## src/rtl/wdt32_pkg.sv

```systemverilog
// Shared constants and state encoding for the wdt32 watchdog slice.
package wdt32_pkg;

  typedef enum logic [0:0] {
    ST_IDLE,
    ST_RUN
  } wdt32_state_e;

  localparam int unsigned PRESCALE_W_DEF = 8;
  localparam int unsigned GRACE_DEF      = 16;

  // Counter width able to hold 0..n-1, never narrower than one bit.
  function automatic int unsigned cnt_width(input int unsigned n);
    return (n > 1) ? $clog2(n) : 1;
  endfunction

endpackage

```

## src/rtl/wdt32_if.sv

```systemverilog
// Register-wrapper <-> watchdog core signals. rst_req exists only with WDT32_RESET_STAGE_EN.
interface wdt32_if;

  logic [31:0] WDLOAD;
  logic        WDEN;
  logic        WDOVCLR;
  logic [31:0] WDTMR;
  logic        WDOV;
`ifdef WDT32_RESET_STAGE_EN
  logic        rst_req;

  modport master (
    output WDLOAD, WDEN, WDOVCLR,
    input  WDTMR, WDOV, rst_req
  );

  modport slave (
    input  WDLOAD, WDEN, WDOVCLR,
    output WDTMR, WDOV, rst_req
  );
`else
  modport master (
    output WDLOAD, WDEN, WDOVCLR,
    input  WDTMR, WDOV
  );

  modport slave (
    input  WDLOAD, WDEN, WDOVCLR,
    output WDTMR, WDOV
  );
`endif

endinterface

```

## src/rtl/wdt32_prescaler.sv

```systemverilog
// Divide-by-(PRESCALE+1) tick generator with synchronous clear.
module wdt32_prescaler #(
  parameter int unsigned PRESCALE_W = 8,
  parameter int unsigned PRESCALE   = 0
) (
  input  logic PCLK,
  input  logic PRESETn,
  input  logic clr,
  input  logic en,
  output logic tick
);

  localparam logic [PRESCALE_W-1:0] Limit = PRESCALE_W'(PRESCALE);

  logic [PRESCALE_W-1:0] cnt_q, cnt_d;

  assign tick = en & (cnt_q == Limit);

  always_comb begin
    cnt_d = cnt_q;
    if (clr) begin
      cnt_d = '0;
    end else if (en) begin
      cnt_d = tick ? '0 : cnt_q + 1'b1;
    end
  end

  always_ff @(posedge PCLK or negedge PRESETn) begin
    if (!PRESETn) begin
      cnt_q <= '0;
    end else begin
      cnt_q <= cnt_d;
    end
  end

endmodule

```

## src/rtl/wdt32_core.sv

```systemverilog
// 32-bit down-counting watchdog with sticky overflow and edge-triggered kick.
// Define WDT32_RESET_STAGE_EN to add the grace counter and sticky rst_req output.
module wdt32_core
  import wdt32_pkg::*;
#(
  parameter int unsigned PRESCALE_W = PRESCALE_W_DEF,
  parameter int unsigned PRESCALE   = 0,
  parameter int unsigned GRACE      = GRACE_DEF
) (
  input  logic    PCLK,
  input  logic    PRESETn,
  wdt32_if.slave  bus
);

  wdt32_state_e state_q;
  logic [31:0]  count_q;
  logic         wdov_q;
  logic         ovclr_q;
  logic         kick;
  logic         run_en;
  logic         tick;

  assign kick   = bus.WDOVCLR & ~ovclr_q;
  // Prescaler only advances while actually counting; any kick or stop restarts it.
  assign run_en = (state_q == ST_RUN) & bus.WDEN;

  wdt32_prescaler #(
    .PRESCALE_W (PRESCALE_W),
    .PRESCALE   (PRESCALE)
  ) u_prescaler (
    .PCLK    (PCLK),
    .PRESETn (PRESETn),
    .clr     (~run_en | kick),
    .en      (run_en),
    .tick    (tick)
  );

  always_ff @(posedge PCLK or negedge PRESETn) begin
    if (!PRESETn) begin
      state_q <= ST_IDLE;
      count_q <= '0;
      wdov_q  <= 1'b0;
      ovclr_q <= 1'b0;
    end else begin
      ovclr_q <= bus.WDOVCLR;
      if (kick) begin
        wdov_q <= 1'b0;
      end
      unique case (state_q)
        ST_IDLE: begin
          if (bus.WDEN && (bus.WDLOAD != '0)) begin
            state_q <= ST_RUN;
            count_q <= bus.WDLOAD;
          end
        end
        ST_RUN: begin
          if (!bus.WDEN) begin
            state_q <= ST_IDLE;
          end else if (kick) begin
            count_q <= bus.WDLOAD;
          end else if (tick) begin
            if (count_q != '0) begin
              count_q <= count_q - 32'd1;
            end else begin
              // Expiry: flag and reload rather than wrapping.
              wdov_q  <= 1'b1;
              count_q <= bus.WDLOAD;
            end
          end
        end
        default: state_q <= ST_IDLE;
      endcase
    end
  end

  assign bus.WDTMR = count_q;
  assign bus.WDOV  = wdov_q;

`ifdef WDT32_RESET_STAGE_EN
  localparam int unsigned GraceW = cnt_width(GRACE);

  logic [GraceW-1:0] grace_q;
  logic              rst_req_q;

  always_ff @(posedge PCLK or negedge PRESETn) begin
    if (!PRESETn) begin
      grace_q   <= '0;
      rst_req_q <= 1'b0;
    end else if (!wdov_q || kick) begin
      grace_q <= '0;
    end else if (!rst_req_q) begin
      if (grace_q == GraceW'(GRACE - 1)) begin
        rst_req_q <= 1'b1;
      end else begin
        grace_q <= grace_q + 1'b1;
      end
    end
  end

  assign bus.rst_req = rst_req_q;
`endif

endmodule

```

## src/flat_wrapper.sv

```systemverilog
// flat-port wrapper written by rule: the top's interface ports become plain ports
module wdt32_core_flat import wdt32_pkg::*;
#(
  parameter int unsigned PRESCALE_W = PRESCALE_W_DEF,
  parameter int unsigned PRESCALE   = 0,
  parameter int unsigned GRACE      = GRACE_DEF
)
  (PCLK, PRESETn, bus_WDLOAD, bus_WDEN, bus_WDOVCLR, bus_WDTMR, bus_WDOV);
  wdt32_if bus_i ();
  input  logic PCLK;
  input  logic PRESETn;
  input wire logic [$bits(bus_i.WDLOAD)-1:0] bus_WDLOAD;
  input wire logic [$bits(bus_i.WDEN)-1:0] bus_WDEN;
  input wire logic [$bits(bus_i.WDOVCLR)-1:0] bus_WDOVCLR;
  output wire logic [$bits(bus_i.WDTMR)-1:0] bus_WDTMR;
  output wire logic [$bits(bus_i.WDOV)-1:0] bus_WDOV;
  assign bus_i.WDLOAD = bus_WDLOAD;
  assign bus_i.WDEN = bus_WDEN;
  assign bus_i.WDOVCLR = bus_WDOVCLR;
  assign bus_WDTMR = bus_i.WDTMR;
  assign bus_WDOV = bus_i.WDOV;
  wdt32_core #(.PRESCALE_W(PRESCALE_W), .PRESCALE(PRESCALE), .GRACE(GRACE)) u_core (.PCLK(PCLK), .PRESETn(PRESETn), .bus(bus_i));
endmodule
```

## config.mk

```make
export PLATFORM = sky130hd
export DESIGN_NAME = wdt32_core_flat
export DESIGN_NICKNAME = d
export VERILOG_FILES = /design/src/rtl/wdt32_pkg.sv /design/src/rtl/wdt32_if.sv /design/src/rtl/wdt32_prescaler.sv /design/src/rtl/wdt32_core.sv /design/src/flat_wrapper.sv
export SDC_FILE = /design/constraint.sdc
export NUM_CORES = 1
export LEC_CHECK = 0
export ABC_AREA = 1
export BUFFER_PORTS_ARGS = -buffer_cell sky130_fd_sc_hd__buf_2
export CAP_MARGIN = 0
export CELL_PAD_IN_SITES_DETAIL_PLACEMENT = 1
export CELL_PAD_IN_SITES_GLOBAL_PLACEMENT = 1
export CORE_MARGIN = 2
export CORE_UTILIZATION = 36
export CTS_CLUSTER_SIZE = 14
export DETAILED_ROUTE_END_ITERATION = 8
export GPL_ROUTABILITY_DRIVEN = 0
export PLACE_DENSITY = 0.83
export SYNTH_ARGS = -nofsm -noshare
export SYNTH_HDL_FRONTEND = slang
export SYNTH_HIERARCHICAL = 1
export SYNTH_SLANG_ARGS = --single-unit
```

## constraint.sdc

```tcl
create_clock -name PCLK -period 3.73 [get_ports PCLK]
set_clock_uncertainty 0.05 [all_clocks]
set_input_delay 0.746 -clock PCLK [delete_from_list [all_inputs] [get_ports PCLK]]
set_output_delay 0.746 -clock PCLK [all_outputs]
set_load 0.01 [all_outputs]
```

==> results.yml, run 1 <==
setup_path:
  slowest_stage: "nor2_4"
  cp_max_fo: 32
  cpLargestDelayFamily: "simple AND/OR/NAND/NOR gates"
  critPathKind: "reg -> reg"
  cp.required_ns: 3.88
  crit_chain: "inv_2 -> ha_1 -> nand2_1 -> nor2_4 -> nand3_4 -> nor2_4 -> nor2_4 -> nand3_1 -> nand3_1 -> nand2_1"
  cp.arrival_ns: 2.39
  crit_buf_inv: 1
  slowest_delay_ns: 0.62
  worstSetupEndpointType: "register"
  cpMostUsedCell: "nor2_4"
  start_kind: "register"
floorplan:
  dieHeight_um: 105
  std_cell_rows: 36
  start_util: 0.372
  io_pins: 69
  die_area_mm2: 0.0110
  core_mm2: 0.00982
  fp.dieW_um: 105
pwr:
  p_seq_frac: 0.407
  p_sw_uw: 674
  p_per_area_mw_per_mm2: 381
  swShare: 0.426
  p_leak_uw: 0.00226
  clockPowerShare: 0.215
  p_comb_frac: 0.378
  intPower_uw: 909
  vdd_drop_max_uv: 114
sta:
  report.final.slew_viol_count: 0
  tightestPinTransition_ns: 1.02
  max_freq_ghz: 0.445
  finalHoldViolCount: 0
  fin_crit_ns: 2.25
  rsz0062_at_grt: "no"
  totalNegativeSetupSlack_ns: 0
  max_slew_margin: 0.320
  period_share: 0.602
  setup_viol: 0
clocking:
  cts.repair.resized: 0
  cts_root_buffer: "clkbuf_8"
  cts_max_path_buffers: 2
  clk_latency_ns: 0.30
  cts_max_level: 2
  cts.sinks: 43
  hold_buffers: 0
  numCtsBuffers: 5
  clkTransAtPathRegs_ns: 0.08
  postCtsSetupRepairBufs: 0
  cts_tree: "yes"
final_layout:
  fin_nets: 681
  diodes: 0
  area_growth_pct: 13.7
  final_cells: 775
  drive_above_1_share: 0.213
route:
  routed_wl_um: 11200
  vias: 3745
  drc: 0
  postRouteAntennaNets: 0
  drtIter0Drc: 114
  drt_first_pass_iters: 6
  post_drt_wl_per_cell_um: 14.4
  vias_per_cell: 4.83
min_path:
  hold_class: "reg -> reg"
grt:
  grt_overflow: 0
  grt_pass1_vias: 4034
  grtUsageTotal: 0.217
  grt_max_degree: 44
  grt_pass1_wl_um: 19400
  antenna_found_initial: 0
placed_design:
  placed_cells: 767
  io_buffers: 68
  dpl.hpwl_um: 8650
synthesis:
  synth_top_flop_cell: "dfrtp_1"
  synth_area_mm2: 0.00366
  yosys-top-cells-area: "dfrtp_1 (29%), nand2_1 (24%), nor2_1 (7.4%)"
  yosys.area.top_type_share: 0.294
  async_flop_share: 1.00
  synth_cell_types: 34
  synth_fp_nets: 617
  yosysWarnings: 6
  synth_seq_cells: 43
  yosys.area.top_type: "dfrtp_1"
  synthCells: 577
  ys_seq_area_frac: 0.294
  synth_edf_count: 0
  syn_avg_cell_area_um2: 6.34
status:
  status: "complete, no violations"
run:
  max_cap_viol_count: 0
per-stage QoR:
| step | hold WS, ns | instance area, µm² | total power, µW | setup WS, ns | util |
|---|---|---|---|---|---|
| 6_report | 0.468 | 4160 | 1580 | 1.48 | 0.423 |
| 5_1_grt | 0.501 | 4160 | 1720 | 1.24 | 0.423 |
| 4_1_cts | 0.474 | 4160 | 1610 | 1.49 | 0.423 |
| 3_5_place_dp | 0.454 | 4060 | 1250 | 1.22 | 0.413 |
| 3_3_place_gp | 0.446 | 4060 | 1230 | 1.30 | 0.413 |
| 2_1_floorplan | 0.400 | 3660 | 1050 | 1.64 | - |
logic make-up (layout without fill, tap and decap cells):
logic type      after synthesis  count (layout)  share of synthesized area
buf+inv                      87             152                      0.109
fa+ha+maj                     4               4                     0.0137
simple gates                411             411                      0.515
xor+xnor                     14              14                     0.0335
compound gates               18              18                     0.0346
flops                        43              43                      0.294
tightest hold or removal path, cell delays in order, from the launching register on:
cell and delay [ns]:
dfrtp_1 0.36, a31oi_1 0.05, nor2_1 0.08
registers in the layout (all words and copies together) (netlist names):
register,count
u_core/bus.WDTMR,32
u_core/state_q,1
u_core/u_prescaler/cnt_q,8
u_core/bus.WDOV,1
u_core/ovclr_q,1
per-layer routing:
metal | vias up | part of all wire | track usage
met2 | 57 | 0.51 | 0.385
met4 | 0 | 0.016 | 0.0562
met3 | 13 | 0.035 | 0.0293
met1 | 1802 | 0.44 | 0.276
met5 | - | 0 | 0
li1 | 1873 | - | -
path summary, 6_finish.rpt:
kind                       slack [ns]  cells past startpoint                                to                       startpoint
max                              1.48                     10  u_core/bus.WDTMR[22]$_DFFE_PN0P_  u_core/bus.WDTMR[0]$_DFFE_PN0P_
min                              0.47                      2         u_core/bus.WDOV$_DFF_PN0_        u_core/bus.WDOV$_DFF_PN0_
max reg2reg                      1.48                     10  u_core/bus.WDTMR[22]$_DFFE_PN0P_  u_core/bus.WDTMR[0]$_DFFE_PN0P_
min reg2reg                      0.47                      2         u_core/bus.WDOV$_DFF_PN0_        u_core/bus.WDOV$_DFF_PN0_
max in group asynchronous        2.44                      1   u_core/bus.WDTMR[0]$_DFFE_PN0P_                          PRESETn
min in group asynchronous        0.57                      1  u_core/bus.WDTMR[15]$_DFFE_PN0P_                          PRESETn
power by group through the flow:
| stage | clock network, µW | registers [µW] | logic [µW] |
|---|---|---|---|
| 6_report | 341 | 645 | 598 |
| 3_3_place_gp | 0 | 651 | 579 |
| 3_5_place_dp | 0 | 656 | 598 |
| 4_1_cts | 355 | 647 | 603 |
| 5_1_grt | 372 | 662 | 683 |
| 2_1_floorplan | 0 | 655 | 393 |
placed cells by master, fill, tap and decap left out, drive strengths merged:
cell	instances
buf	69
a21oi	2
dfrtp	43
nand2	251
nor2	99
inv	75
clkbuf	8
ha	4
nand3b	3
xnor2	3
nand4	9
a31oi	1
nand3	44
xor2	11
nor3	5
o21ai	10
o21bai	5
synthesized netlist by cell type (3+ instances only):
master	count
nor2_4	12
nand2_4	5
nor2_1	72
xnor2_1	3
o21bai_1	4
nand2_2	12
nor3_1	3
buf_6	5
nand3b_1	3
nor2_2	13
nand4_1	9
nand3_1	43
xor2_1	11
dfrtp_1	43
inv_2	9
ha_1	4
nand2_1	234
o21ai_0	5
inv_1	65
area by class of cell:
class	instances	area (µm²)
clock buffers	8	100
fillers	1375	5660
inverters	75	284
multi-input cells	447	2180
flip-flops and latches	43	1080
well taps	133	166
repair buffers	69	348
Power figures use the tool's default switching activity.
==> inputs of run 2 (changes only) <==
- CORE_UTILIZATION: 36 -> 35
- PLACE_DENSITY: 0.83 -> 0.85
- clock period: 3.73 -> 1.82 ns (I/O delays scaled with it)
==> results.yml, run 2 (synthesis gave the netlist of run 1 again) <==
status:
  status: "finished, violations left"
  violations: "negative setup slack"
final_layout:
  largest_reg_flops: 32
  fillers: 1325
  area_growth_pct: 59.4
  final_cells: 883
  layout_commonest_cell: "nand2_1"
  final_cell_mix: "nand2_1 (172), buf_4 (81), buf_2 (68)"
  drive_above_1_share: 0.493
  diodes: 0
  fin_nets: 786
  final_area_mm2: 0.00583
sta:
  tightestPinTransition_ns: 0.529
  fin_crit_ns: 2.00
  hold_ws_ns: 0.115
  finalHoldViolCount: 0
  setup_viol: 33
  rsz0062_at_grt: "yes"
  max_freq_ghz: 0.499
  period_share: 1.10
  max_slew_margin: 0.648
  fin_ws_ns: -0.183
  report.final.slew_viol_count: 0
clocking:
  cts_tree: "yes"
  numCtsBuffers: 5
  clk_latency_ns: 0.32
  cts_max_path_buffers: 2
  cts_root_buffer: "clkbuf_8"
  clkTransAtPathRegs_ns: 0.09
  cts_max_level: 2
  cts.sinks: 43
pwr:
  p_per_area_mw_per_mm2: 757
  finalPower_uw: 4410
  p_leak_uw: 0.00305
  vdd_drop_max_uv: 353
route:
  vias_per_cell: 5.58
  postRouteAntennaNets: 0
  routed_wl_um: 20000
  vias: 4924
  drt_first_pass_iters: 5
  drc: 0
  drtIter0Drc: 393
  post_drt_wl_per_cell_um: 22.6
placed_design:
  io_buffers: 68
  placed_cells: 835
  place_area_mm2: 0.00461
  dpl.hpwl_um: 10500
grt:
  grt_pass1_wl_um: 25300
  grt_max_degree: 26
  antenna_found_initial: 0
  grt_pass1_vias: 4987
  grt_overflow: 0
  grtUsageTotal: 0.287
setup_path:
  cp_max_fo: 4
  start_kind: "register"
  rrSetupSlack_ns: -0.18
  worstSetupEndpointType: "register"
  cp.required_ns: 2.03
  rr_worst_depth: 11
  critPathKind: "reg -> reg"
  cp.arrival_ns: 2.21
min_path:
  hold_path_depth: 1
  hold_class: "in -> reg"
floorplan:
  std_cell_rows: 37
  dieHeight_um: 106
  start_util: 0.357
  fp.dieW_um: 106
  io_pins: 69
  die_area_mm2: 0.0113
  core_mm2: 0.0102
run:
  max_cap_viol_count: 0
[run 2: power by group]
part | internal [µW] | leakage [µW] | switching [µW]
clock | 271 | 0.0000422 | 387
combinational | 998 | 0.00247 | 1510
sequential | 1090 | 0.000539 | 156
[run 2: worst max-delay path, cell delays in order, from the launching register on]
cell	delay (ns)
dfrtp_1	0.42
inv_2	0.10
buf_4	0.15
ha_4	0.18
nand2_4	0.10
nor2_4	0.21
nand2_2	0.13
xor2_1	0.23
inv_1	0.09
nand2_1	0.09
nand3_1	0.10
nand2_1	0.08
[run 2: stage by stage]
stage                util  setup WS (ns)  TNS [ns]
floorplan               -         0.0383         0
global placement    0.451        -0.0939     -2.08
detailed placement  0.451         -0.280     -6.57
CTS                 0.493        -0.0121   -0.0258
global route        0.570         -0.267     -4.22
finish              0.570         -0.183     -2.39
[run 2: area by class of cell]
class,count,area [µm²],area share
clock buffer,7,76.3,0.0131
clock inverter,1,5.00,0.000859
inverter,75,289,0.0496
multi-input combinational,448,2820,0.484
sequential,43,1080,0.185
tap,136,170,0.0292
timing repair buffer,173,1380,0.237
[run 2: layer usage]
metal / wire, µm / share of wire / vias up / GRT usage
met3: 1410 / 0.071 / 124 / 0.0503
met1: 7330 / 0.37 / 2388 / 0.330
met5: 0 / 0 / - / 0
met2: 9820 / 0.49 / 311 / 0.498
met4: 1390 / 0.069 / 0 / 0.166
li1: - / - / 2101 / -
[run 2: final timing paths]
kind | from | endpoint
min | bus_WDOVCLR | u_core/ovclr_q$_DFF_PN0_
min reg2reg | u_core/u_prescaler/cnt_q[5]$_DFFE_PN0P_ | u_core/u_prescaler/cnt_q[5]$_DFFE_PN0P_
max reg2reg | u_core/bus.WDTMR[0]$_DFFE_PN0P_ | u_core/bus.WDTMR[12]$_DFFE_PN0P_
max | u_core/bus.WDTMR[0]$_DFFE_PN0P_ | u_core/bus.WDTMR[12]$_DFFE_PN0P_
min in group asynchronous | PRESETn | u_core/bus.WDTMR[11]$_DFFE_PN0P_
max in group asynchronous | PRESETn | u_core/u_prescaler/cnt_q[5]$_DFFE_PN0P_
[run 2: timing repair]
action | CTS | global route
setup buffers | 17 | 16
setup endpoints to repair | 32 | 32
cloned | 3 | 4
pin swaps | 27 | 52
hold buffers | 1 | 0
endpoints found under the hold margin | 18 | 0
gates resized for setup | 34 | 160
